## src/rtl/normalizer.sv

```systemverilog
// Iterative normalizer: shifts a 32-bit operand one bit per cycle until its
// MSB (mode 0) or LSB (mode 1) is set, reporting the shift count. A zero
// operand short-circuits straight to completion with a count of 32.
module normalizer (
  input  logic        clk,
  input  logic        rst,
  input  logic        start,
  input  logic [31:0] A,
  input  logic        mode,
  output logic        busy,
  output logic        done,
  output logic [31:0] out,
  output logic [5:0]  shamt,
  output logic        zero
);

  typedef enum logic [1:0] {
    IDLE  = 2'd0,
    SHIFT = 2'd1,
    DONE  = 2'd2
  } state_t;

  state_t      state_q, state_d;
  logic [31:0] work_q,  work_d;
  logic [4:0]  cnt_q,   cnt_d;    // a nonzero operand never needs more than 31 shifts
  logic        mode_q,  mode_d;
  logic [31:0] out_q,   out_d;
  logic [5:0]  shamt_q, shamt_d;
  logic        zero_q,  zero_d;
  logic        exit_bit;

  // Next-state logic: one exit test or one shift per cycle; results load only on completion.
  always_comb begin
    state_d  = state_q;
    work_d   = work_q;
    cnt_d    = cnt_q;
    mode_d   = mode_q;
    out_d    = out_q;
    shamt_d  = shamt_q;
    zero_d   = zero_q;
    exit_bit = mode_q ? work_q[0] : work_q[31];
    case (state_q)
      IDLE: begin
        if (start) begin
          work_d = A;
          cnt_d  = 5'd0;
          mode_d = mode;
          if (A == 32'd0) begin
            // Nothing to normalize: report 32 and skip the shift loop.
            state_d = DONE;
            out_d   = 32'd0;
            shamt_d = 6'd32;
            zero_d  = 1'b1;
          end else begin
            state_d = SHIFT;
          end
        end
      end
      SHIFT: begin
        if (exit_bit) begin
          state_d = DONE;
          out_d   = work_q;
          shamt_d = {1'b0, cnt_q};
          zero_d  = 1'b0;
        end else begin
          work_d = mode_q ? (work_q >> 1) : (work_q << 1);
          cnt_d  = cnt_q + 5'd1;
        end
      end
      DONE: begin
        // start is deliberately ignored here; the next request is taken from IDLE.
        state_d = IDLE;
      end
      default: begin
        state_d = IDLE;
      end
    endcase
  end

  // State and result registers; reset aborts any operation in flight.
  always_ff @(posedge clk) begin
    if (rst) begin
      state_q <= IDLE;
      work_q  <= 32'd0;
      cnt_q   <= 5'd0;
      mode_q  <= 1'b0;
      out_q   <= 32'd0;
      shamt_q <= 6'd0;
      zero_q  <= 1'b0;
    end else begin
      state_q <= state_d;
      work_q  <= work_d;
      cnt_q   <= cnt_d;
      mode_q  <= mode_d;
      out_q   <= out_d;
      shamt_q <= shamt_d;
      zero_q  <= zero_d;
    end
  end

  assign busy  = (state_q != IDLE);
  assign done  = (state_q == DONE);
  assign out   = out_q;
  assign shamt = shamt_q;
  assign zero  = zero_q;

endmodule

```

## config.mk

```make
export PLATFORM = sky130hd
export DESIGN_NAME = normalizer
export DESIGN_NICKNAME = d
export VERILOG_FILES = /design/src/rtl/normalizer.sv
export SDC_FILE = /design/constraint.sdc
export NUM_CORES = 1
export LEC_CHECK = 0
export CAP_MARGIN = 20
export CORE_ASPECT_RATIO = 0.9
export CORE_MARGIN = 2
export CORE_UTILIZATION = 50
export CTS_CLUSTER_SIZE = 30
export DETAILED_ROUTE_END_ITERATION = 16
export GPL_TIMING_DRIVEN = 1
export PLACE_DENSITY = 0.76
export SLEW_MARGIN = 20
export SYNTH_ARGS = -nofsm -noshare
export SYNTH_HDL_FRONTEND = slang
export SYNTH_SLANG_ARGS = --single-unit
```

## constraint.sdc

```tcl
create_clock -name clk -period 2 [get_ports clk]
set_input_delay 0.4 -clock clk [delete_from_list [all_inputs] [get_ports clk]]
set_output_delay 0.4 -clock clk [all_outputs]
set_load 0.01 [all_outputs]
```

==> impl_metrics.env <==
export IMPL_outcome="finished with violations"
export IMPL_violations="negative setup slack"
export IMPL_powerDensity_mw_per_mm2=785
export IMPL_worstSetupPathType="input pin to flip-flop"
export IMPL_drt_vias_per_instance=5.99
export IMPL_async_flop_share_pct=0
export IMPL_nets=603
export IMPL_endpoint_kind="flip-flop"
export IMPL_grt_pass1_wl_um=17900
export IMPL_synth_seq_cells=78
export IMPL_globalRouteOverflowTotal=0
export IMPL_drt_iter0_drc=172
export IMPL_setup_viol=32
export IMPL_cts_sinks=78
export IMPL_clockBufferDepth=2
export IMPL_clock_insertion_delay_worst_skew_ns=0.35
export IMPL_ys_flop_type="dfxtp_1"
export IMPL_crit_path_max_fanout=18
export IMPL_layout_commonest_cell="dfxtp_1"
export IMPL_slew_headroom_pct=68.8
export IMPL_startpoint="A[8]"
export IMPL_pre_cts_ws_ns=-0.383
export IMPL_cp_buffers_inverters=3
export IMPL_clkSlewWorstSetupHoldPaths_ns=0.07
export IMPL_required_ns=2.24
export IMPL_clock_skew_final_ns=0.00625
export IMPL_critical_path_max_stage_delay_ns=0.42
export IMPL_crit_slowest_cell="clkdlybuf4s50_1"
export IMPL_cts_buffers=9
export IMPL_r2r_cells=6
export IMPL_first_global_vias=3792
export IMPL_dr_pass1_iters=5
export IMPL_r2r_start="mode_q$_SDFFE_PP0P_"
export IMPL_vias=4005
export IMPL_wl_per_cell_um=16.7
export IMPL_layout_common_cells="dfxtp_1, clkdlybuf4s50_1, nor2_1"
export IMPL_yosys_area_share_adder_pct=0.306
export IMPL_drc=0
export IMPL_slew_violations=0
export IMPL_syn_nets=523
export IMPL_grt_usage_pct=24.1
export IMPL_final_antenna_net_count=0
export IMPL_hp_class="input pin to flip-flop"
export IMPL_synth_compound_area_share_pct=27.8
export IMPL_antenna_found_initial=0
export IMPL_synth_area_sq_mm=0.00409
export IMPL_wl_um=11200
export IMPL_gp_congestion=0.854
export IMPL_postCtsHoldBufs=0
export IMPL_cp_endpoint="out[15]$_SDFFE_PP0P_"
export IMPL_r2r_slack_ns=0.21
export IMPL_die_area_sq_mm=0.00891
export IMPL_min_path_cells=2
export IMPL_antennaDiodeCount=0
export IMPL_total_power_w=0.00422
export IMPL_fin_hold_ws_ns=0.497
export IMPL_min_from="rst"
export IMPL_synthDistinctLibCells=37
export IMPL_ys_seq_area_share_pct=38.2
export IMPL_chipHeight_um=89.8
export IMPL_syn_avg_cell_area_sq_um=8.41
export IMPL_detailed_place_hpwl_um=7350
export IMPL_design_core_area_sq_mm=0.00799
export IMPL_critPathArrivalTime_ns=2.26
export IMPL_pin_count=77
export IMPL_port_buffers=76
export IMPL_period_minus_slack_ns=2.02
export IMPL_htreeDepth=3
export IMPL_setup_slack_ns=-0.0194
export IMPL_cts_tree="yes"
export IMPL_reg2reg_to="work_q[11]$_SDFFE_PP0P_"
export IMPL_maxCapViolCount=0
export IMPL_cpLargestDelayFamily="simple AND/OR/NAND/NOR gates"
export IMPL_tightest_slew_ns=0.468
export IMPL_die_w_um=99.3
export IMPL_p_leak_nw=1.87
export IMPL_finalHoldViolations=0
export IMPL_synth_xor_area_share_pct=0.214
export IMPL_start_kind="input pin"
export IMPL_synth_edf_count=0
export IMPL_initial_utilization_pct=51.1
export IMPL_grt_max_degree=38
export IMPL_synthCells=486
export IMPL_synth_top_family_by_area="compound AO/OA/AOI/OAI gates"
export IMPL_root_buffer="clkbuf_8"
export IMPL_fin_crit_sh_pct=101
export IMPL_synthSimpleGateAreaFrac_pct=20.0
export IMPL_cp_depth=7
export IMPL_crit_path_cell_trace="clkdlybuf4s50_1, nor4_1, nand4_1, nor4_4, buf_4, buf_12, a21oi_2"
export IMPL_synth_warnings=0
export IMPL_synth_mux_area_share_pct=7.87
export IMPL_irDropWorstVdd_mv=0.512
export IMPL_syn_to_final_growth_pct=31.5
export IMPL_core_rowCount=31
export IMPL_fmax_ghz=0.495
export IMPL_final_layout_size_suffix_gt1_share_pct=17.9
[registers in the layout (all words and copies together), names as in the netlist]
| name | cells |
|---|---|
| mode_q | 1 |
| out | 32 |
| shamt | 6 |
| work_q | 32 |
| state_q | 2 |
| cnt_q | 5 |
[area by class of cell]
cell class | count | area [sq um]
Sequential cell | 78 | 1560
Fill cell | 659 | 2620
Inverter | 2 | 7.51
Timing Repair Buffer | 116 | 1120
Multi-Input combinational cell | 359 | 2320
Tap cell | 99 | 124
Clock inverter | 4 | 95.1
Clock buffer | 11 | 141
[synth_stat cells, drive strengths merged, types with 5 or more instances]
cell type	count	share of area, %
o21ai	45	5.6
nor3	31	3.8
dfxtp	78	38
nor4	9	2.4
o22a	30	6.4
a21oi	44	8.1
mux2i	31	7.6
buf	21	3.0
nand3	40	4.9
nor2	66	6.1
a21o	37	6.8
nand2	5	0.46
clkbuf	26	2.4
[routing by layer]
metal  vias up  wire length, um  global-route usage (%)
li1       1917                -                       -
met1      1934             5220                    32.5
met2       135             5200                    39.0
met3        19              535                    4.51
met4         0              202                    7.42
met5         -                0                       0
[worst min-delay path by stage]
stage / endpoint / slack, ns
floorplan: cnt_q[4]$_SDFFE_PP0P_ / 0.46
global placement: cnt_q[4]$_SDFFE_PP0P_ / 0.48
finish: shamt[5]$_SDFFE_PP0P_ / 0.50
global route: shamt[5]$_SDFFE_PP0P_ / 0.50
CTS: shamt[5]$_SDFFE_PP0P_ / 0.49
detailed placement: cnt_q[1]$_SDFFE_PP0P_ / 0.49
[power by group]
| part | leakage (nW) | switching, W | internal (W) | total, W |
|---|---|---|---|---|
| clock network | 0.119 | 0.000567 | 0.000855 | 0.00142 |
| logic | 1.11 | 0.000544 | 0.000435 | 0.000979 |
| registers | 0.637 | 0.000141 | 0.00168 | 0.00182 |
[what timing repair did]
item                       CTS  global route
gates cloned                 0             2
gates resized for setup      0             8
setup endpoints to repair    9            37
pin swaps                    1             2
setup buffers                0             2
[kinds of logic (layout without fill, tap and decap cells)]
logic type               after synthesis  in the layout
AND/OR/NAND/NOR                      165            165
AO/OA/AOI/OAI                        160            160
flip-flops                            78             78
buffers and inverters                 49            133
multiplexers                          32             32
adder cells (fa/ha/maj)                1              1
XOR/XNOR                               1              1
[metrics by stage]
stage / instances / setup TNS, ns / utilization (%) / area [sq um]
floorplan: 486 / 0 / - / 4090
CTS: 665 / 0 / 66.3 / 5300
detailed placement: 650 / -15.90 / 63.4 / 5060
global route: 669 / -0.704 / 67.3 / 5370
finish: 669 / -0.374 / 67.3 / 5370
global placement: 650 / -13.82 / 63.4 / 5060
(Power assumes the default switching activity.)
